### src/rtl/i2s_master_interface.sv
// I2S bus master: divides clk into BCLK/LR, serialises 24-bit L/R into 32-bit slots, deserialises codec data.
// Latency: sample accepted before frame start N is sent from pos 1 of frame N; captured rx appears at start of frame N+1.
// Backpressure: one-deep holding register; tx_ready low while full, emptied only at frame start; empty at frame start gives underrun.
module i2s_master_interface #(
    parameter int CLK_DIV = 8
) (
    input  logic        clk,
    input  logic        rst,
    input  logic [23:0] tx_l,
    input  logic [23:0] tx_r,
    input  logic        tx_valid,
    output logic        tx_ready,
    output logic [23:0] rx_l,
    output logic [23:0] rx_r,
    output logic        new_sample,
    output logic        underrun,
    output logic        i2s_bclk,
    output logic        i2s_lr,
    output logic        i2s_d_out,
    input  logic        i2s_d_in
);
    localparam int DIV_W = (CLK_DIV > 2) ? $clog2(CLK_DIV) : 1;

    logic [DIV_W-1:0] div;
    logic             bclk_reg;
    logic [5:0]       pos;
    logic [5:0]       pos_nxt;
    logic             lr_reg;
    logic             dout_reg;
    logic             dout_nxt;
    logic             new_sample_reg;
    logic             underrun_reg;
    logic             hold_full;
    logic [23:0]      hold_l;
    logic [23:0]      hold_r;
    logic [23:0]      word_l;
    logic [23:0]      word_r;
    logic [23:0]      cap_l;
    logic [23:0]      cap_r;
    logic [23:0]      rx_l_reg;
    logic [23:0]      rx_r_reg;
    logic             tick;
    logic             rise_ev;
    logic             fall_ev;
    logic             frame_start;
    logic             accept;

    assign tick        = (div == DIV_W'(CLK_DIV - 1));
    assign rise_ev     = tick && !bclk_reg;
    assign fall_ev     = tick && bclk_reg;
    assign pos_nxt     = pos + 6'd1;
    assign frame_start = fall_ev && (pos_nxt == 6'd0);
    assign accept      = tx_valid && !hold_full;

    assign tx_ready   = !hold_full;
    assign rx_l       = rx_l_reg;
    assign rx_r       = rx_r_reg;
    assign new_sample = new_sample_reg;
    assign underrun   = underrun_reg;
    assign i2s_bclk   = bclk_reg;
    assign i2s_lr     = lr_reg;
    assign i2s_d_out  = dout_reg;

    // Serial bit for the position being entered: MSB first, one BCLK after the LR edge, 8 pad bits per slot.
    always_comb begin
        dout_nxt = 1'b0;
        if (pos_nxt >= 6'd1 && pos_nxt <= 6'd24) begin
            dout_nxt = word_l[5'(6'd24 - pos_nxt)];
        end else if (pos_nxt >= 6'd33 && pos_nxt <= 6'd56) begin
            dout_nxt = word_r[5'(6'd56 - pos_nxt)];
        end
    end

    // BCLK divider: wrap at CLK_DIV-1 and toggle the bit clock.
    always_ff @(posedge clk or posedge rst) begin
        if (rst) begin
            div      <= '0;
            bclk_reg <= 1'b0;
        end else if (tick) begin
            div      <= '0;
            bclk_reg <= ~bclk_reg;
        end else begin
            div <= div + DIV_W'(1);
        end
    end

    // Frame position and all line/status outputs update on the falling BCLK event.
    always_ff @(posedge clk or posedge rst) begin
        if (rst) begin
            pos            <= 6'd63;
            lr_reg         <= 1'b0;
            dout_reg       <= 1'b0;
            new_sample_reg <= 1'b0;
            underrun_reg   <= 1'b0;
        end else if (fall_ev) begin
            pos            <= pos_nxt;
            lr_reg         <= ~pos_nxt[5];
            dout_reg       <= dout_nxt;
            new_sample_reg <= frame_start;
            underrun_reg   <= frame_start && !hold_full;
        end else begin
            new_sample_reg <= 1'b0;
            underrun_reg   <= 1'b0;
        end
    end

    // Capture codec data on the rising BCLK event into the bit of the current slot position.
    always_ff @(posedge clk or posedge rst) begin
        if (rst) begin
            cap_l <= '0;
            cap_r <= '0;
        end else if (rise_ev) begin
            if (pos >= 6'd1 && pos <= 6'd24) begin
                cap_l[5'(6'd24 - pos)] <= i2s_d_in;
            end else if (pos >= 6'd33 && pos <= 6'd56) begin
                cap_r[5'(6'd56 - pos)] <= i2s_d_in;
            end
        end
    end

    // Publish the previous frame's captures at frame start.
    always_ff @(posedge clk or posedge rst) begin
        if (rst) begin
            rx_l_reg <= '0;
            rx_r_reg <= '0;
        end else if (frame_start) begin
            rx_l_reg <= cap_l;
            rx_r_reg <= cap_r;
        end
    end

    // Holding register feeds the tx word at frame start; an accept on an empty-register frame start waits a frame.
    always_ff @(posedge clk or posedge rst) begin
        if (rst) begin
            hold_full <= 1'b0;
            hold_l    <= '0;
            hold_r    <= '0;
            word_l    <= '0;
            word_r    <= '0;
        end else begin
            if (frame_start) begin
                word_l <= hold_full ? hold_l : 24'd0;
                word_r <= hold_full ? hold_r : 24'd0;
            end
            if (accept) begin
                hold_l    <= tx_l;
                hold_r    <= tx_r;
                hold_full <= 1'b1;
            end else if (frame_start) begin
                hold_full <= 1'b0;
            end
        end
    end
endmodule

### config.mk
export PLATFORM = sky130hd
export DESIGN_NAME = i2s_master_interface
export DESIGN_NICKNAME = d
export VERILOG_FILES = /design/src/rtl/i2s_master_interface.sv
export SDC_FILE = /design/constraint.sdc
export NUM_CORES = 1
export LEC_CHECK = 0
export ABC_AREA = 1
export BUFFER_PORTS_ARGS = -buffer_cell sky130_fd_sc_hd__buf_4
export CORE_MARGIN = 5
export CORE_UTILIZATION = 52
export CTS_CLUSTER_SIZE = 28
export DETAILED_ROUTE_END_ITERATION = 6
export GPL_TIMING_DRIVEN = 0
export PLACE_DENSITY = 0.8
export SLEW_MARGIN = 40
export SYNTH_ARGS = -nofsm -noshare
export SYNTH_HDL_FRONTEND = slang
export SYNTH_SLANG_ARGS = --single-unit
### constraint.sdc
create_clock -name clk -period 6.2 [get_ports clk]
set_input_delay 0.31 -clock clk [delete_from_list [all_inputs] [get_ports clk]]
set_output_delay 0.31 -clock clk [all_outputs]
set_load 0.02 [all_outputs]
Yosys cells after proc, flatten, opt, wreduce, memory -nomap -nowiden. Cells that the tools add are included.

Flip-flop bits (word level): 207. Input bits: 52. Output and inout bits: 54. Logic and storage cells: 76.

Add/subtract/negate cells: 6. Magnitude comparators: 14. Equality and inequality tests: 1. Mux-type cells: 19. Bitwise logic cells: 3. Reductions and logical operators: 17.

Operators by type and width (count): bitwise mux 24 bit (2); two-way mux 24 bit (2); less-than comparator 5 x 6 -> 1 bit (second input constant) (4); subtractor 5 bit (first input constant) (4); greater-or-equal comparator 6 x 1 -> 1 bit (second input constant) (2); greater-or-equal comparator 6 bit (second input constant) (2); less-or-equal comparator 6 x 5 -> 1 bit (second input constant) (2); less-or-equal comparator 6 bit (second input constant) (2); logical AND 1 bit (11); binary-select mux 1 bit (select 5 bit) (2); demux 1 bit (select 5 bit) (2); greater-or-equal comparator 5 x 1 -> 1 bit (second input constant) (2); two-way mux 1 bit (10); adder 6 x 1 -> 6 bit (second input constant) (1); zero test 6 bit (1); adder 3 x 1 -> 3 bit (second input constant) (1); equality test 3 bit (second input constant) (1); two-way mux 3 bit (1); NOT 1 bit (3); AND reduction 3 bit (1); zero test 1 bit (2); AND reduction 2 bit (1); nonzero test 2 bit (1).

Longest topological paths before layout.
Depth in word-level cells: 6. Mapped depth: 19. Depth with buffers taken out: 14.

Least setup slack after synthesis. OpenSTA, ideal clock, no wires.

Kind: register to register. From: register pos[0]. To: register dout_reg (netlist: i2s_d_out). Library setup time: 117 ps. Arrival time: 2469 ps. Data required time: 6083 ps. Path slack: 3614 ps. Stages on the path, launching flop included: 18. Buffers on the path: 5. Clock period less this slack: 2586 ps. Cells stage by stage: dfstp_2 > buf_4 > inv_1 > buf_2 > buf_2 > ha_1 > buf_2 > nor2_1 > clkbuf_1 > o211ai_1 > nand2_1 > nand2_1 > nand3_1 > nand3_1 > nand2_1 > nand2_1 > nand2_1 > nand2_1.

Cells in the longest elaborated chain, start to end: 6. Elaborated cells on any way between the ends: 15. Those cells by class: 3 x add/sub; 4 x order compare; 6 x mux; 2 x reduce/logical.

RTL lines: from (decl) (RTL line 26) `logic [5:0] pos;`; from (signal assigned) (RTL line 96) `pos <= pos_nxt;`; adder 6 x 1 -> 6 bit (*) (RTL line 51) `assign pos_nxt = pos + 6'd1;`; via pos_nxt[0] (RTL line 27) `logic [5:0] pos_nxt;`; subtractor 5 bit (RTL line 68, 70); binary-select mux 1 bit (select 5 bit) (RTL line 70) `dout_nxt = word_r[5'(6'd56 - pos_nxt)];`; two-way mux 1 bit (implied by the code) (RTL line 70); two-way mux 1 bit (RTL line 69) `end else if (pos_nxt >= 6'd33 && pos_nxt <= 6'd56) begin`; two-way mux 1 bit (*) (RTL line 67) `if (pos_nxt >= 6'd1 && pos_nxt <= 6'd24) begin`; to (signal assigned) (RTL line 98) `dout_reg <= dout_nxt;`; to (decl) (RTL line 29) `logic dout_reg;`.

Mark *: on every way through the listed nets, which the timed path passes. The rest lies on a longest branch. The select of a mux whose other input is x is not followed. A chain may end at the register's enable or synchronous reset.

Worst setup path after layout. Ends and elaborated chain as after synthesis.

==> impl_metrics.toml <==
[placement]
dp_hpwl_um = 14500
placedCellCount = 1319
dp_slack_ns = 3.04
io_buffers = 105
place_congestion = 0.880

[sta]
period_share_pct = 51.6
slew_headroom_pct = 57.6
finalSetupViolations = 0
max_freq_ghz = 0.313
finalMaxSlewViolations = 0
hold_violations = 0
fin_crit_ns = 3.20
whs_ns = 0.0390
clock_skew_ns = 0.0160
finalWorstSetupSlack_ns = 3.00
rsz0062_at_grt = "false"
worstMarginPinSlew_ns = 0.636
fin_tns_setup_ns = 0

[cells_and_area]
diodes = 0
multi_input_area_mm2 = 0.00333
drive_gt1_share_pct = 21.5
fillers = 1407
area.growth.synth_to_final_pct = 21.8
nets = 1180
seqCellArea_mm2 = 0.00519
fin_cells = 1360

[drt]
vias = 7078
viasPerCell = 5.20
drcViolationCount = 0
drt-total-wl_um = 20500
first_iter_violations = 507
first_pass_iters = 7
ant_nets = 0
wl_per_cell_um = 15.1

[setup_path]
r2r_end = "i2s_d_out$_DFFE_PP0P_"
cp-end-kind = "flip-flop"
crit_arrival_ns = 3.58
startpoint = "pos[0]$_DFFE_PP1P_"
r2r_slack_ns = 3.00
rr_startpoint = "pos[0]$_DFFE_PP1P_"
reg2regPathDepth = 17
path_max_fanout = 12
worst_setup_path_start_kind = "flip-flop"
crit_end = "i2s_d_out$_DFFE_PP0P_"
worstSetupPathType = "reg -> reg"
crit_required_ns = 6.59

[cts]
hold_buffers = 1
post_cts_buffers = 0
cts-resized-gates = 0
clock_path_buffers = 3
cts_tree = "yes"
cts-buffers-inserted = 22
clk_pin_slew_ns = 0.06
clock_sinks = 207
worst_skew_pair.late_latency_ns = 0.50
htree_levels = 1
cts_root_buf = "clkbuf_16"

[logic_synthesis]
synth_area_mm2 = 0.00902
syn_area_per_cell_um2 = 9.14
yosysTopAreaCellShare_pct = 55.8
ys_ff_latch = 207
synthTopCellsByArea = "dfrtp_1 56%, nand2_1 15%, mux2_2 6.0%, nand3_1 5.7%, o21ai_0 2.9%"
syn_inst = 987
synth_cell_types = 34
yosysWarnings = 0
ys_seq_area_share_pct = 57.5
synth_fp_nets = 1048
synth_top_area_cell = "dfrtp_1"

[global_routing]
gr-total-overflow = 0
grt_max_degree = 85
grt_pass1_wl_um = 33800
antenna_found_initial = 0
grt_usage_pct = 20.5
grt_pass1_vias = 6964

[power]
powerDensity_mw_per_mm2 = 261
p_leak_nw = 5.79
ir_drop_mv = 0.219

[min_path]
hold_path.class = "in -> reg"

[run]
max_cap_violations = 0

[floorplan]
rows = 48
ios = 106
die_x_um = 142
dieHeight_um = 142
die-area_mm2 = 0.0201
coreArea_mm2 = 0.0172
initial_utilization_pct = 52.5

[status]
status = "completed"
-- cells in the mapped netlist, drive strengths merged --
cell    instances
dfstp           6
ha              9
nand2         363
nand3         105
nor2           37
nand4           5
o21ai          82
o211ai          8
buf            30
o21bai          1
a21oi           1
nor3            2
xor2            3
clkinv          1
mux2           48
a31oi           1
dfrtp         201
clkbuf         23
and2            1
inv            58
or2             1
nor3b           1
-- routing by layer --
metal	GRT usage [%]	vias to the layer above	routed length [um]
met3	3.24	53	1140
li1	-	3446	-
met5	0	-	0
met2	35.8	213	10300
met1	26.4	3366	8490
met4	6.21	0	596
-- kinds of logic (layout without fill, tap and decap cells) --
family	count (synthesis)	count (layout)	synth area share (%)
xor+xnor	3	3	0.458
compound gates	93	93	5.43
flops	207	207	57.5
mux	48	48	5.99
buf+inv	112	260	5.54
simple gates	515	515	23.8
fa+ha+maj	9	9	1.25
-- per-stage QoR --
step	util, %	cell area [um2]	total power [mW]
after detailed placement	59.1	10100	1.44
final	63.9	11000	2.87
after global routing	63.9	11000	2.95
after global placement	58.7	10100	1.43
after CTS	63.9	11000	2.89
after floorplan	-	9020	1.40
-- power breakdown --
group,internal (mW),switching (mW),leakage [nW]
clock,0.933,0.522,0.398
sequential,1.35,0.000392,2.61
combinational,0.0253,0.0353,2.78
-- how the worst min path moves through the flow --
stage,startpoint,cells past startpoint,to,slack [ns]
4_1_cts,tx_r[21],2,hold_r[21]$_DFFE_PP0P_,0.02
2_1_floorplan,div[0]$_DFF_PP0_,1,div[0]$_DFF_PP0_,0.40
3_3_place_gp,div[0]$_DFF_PP0_,1,div[0]$_DFF_PP0_,0.41
6_report,tx_r[21],2,hold_r[21]$_DFFE_PP0P_,0.04
3_5_place_dp,rst,2,rx_r[11]$_DFFE_PP0P_,0.36
5_1_grt,tx_r[14],2,hold_r[14]$_DFFE_PP0P_,0.03
-- cell type report --
cell class	count	area share, %
well taps	225	2.56
multi-input cells	668	30.3
inverters	59	2.08
clock buffers	30	5.84
plain buffers	53	2.53
flip-flops and latches	207	47.2
clock inverters	10	1.64
repair buffers	108	7.77
-- critical path, cell delays in order (launching register included) --
cell and delay (ns):
dfstp_2 0.57, buf_4 0.19, inv_1 0.08, buf_2 0.18, buf_2 0.24, ha_1 0.22, buf_2 0.18, nor2_1 0.27
clkbuf_1 0.45, o211ai_1 0.17, nand2_1 0.08, nand2_1 0.06, nand3_1 0.09, nand3_1 0.07, nand2_1 0.07, nand2_1 0.06
nand2_1 0.05, nand2_1 0.05
-- layout by cell type (no fill, tap or decap), types with 5 or more instances in the layout --
cell,n
buf_2,21
buf_4,109
bufinv_16,5
clkbuf_1,26
clkbuf_16,23
dfrtp_1,201
dfstp_2,6
ha_1,9
inv_1,55
mux2_2,48
nand2_1,360
nand3_1,103
nand4_1,5
nor2_1,31
o211ai_1,8
o21ai_0,52
o21ai_1,30
Note: power is estimated with default switching activity, not from simulation.
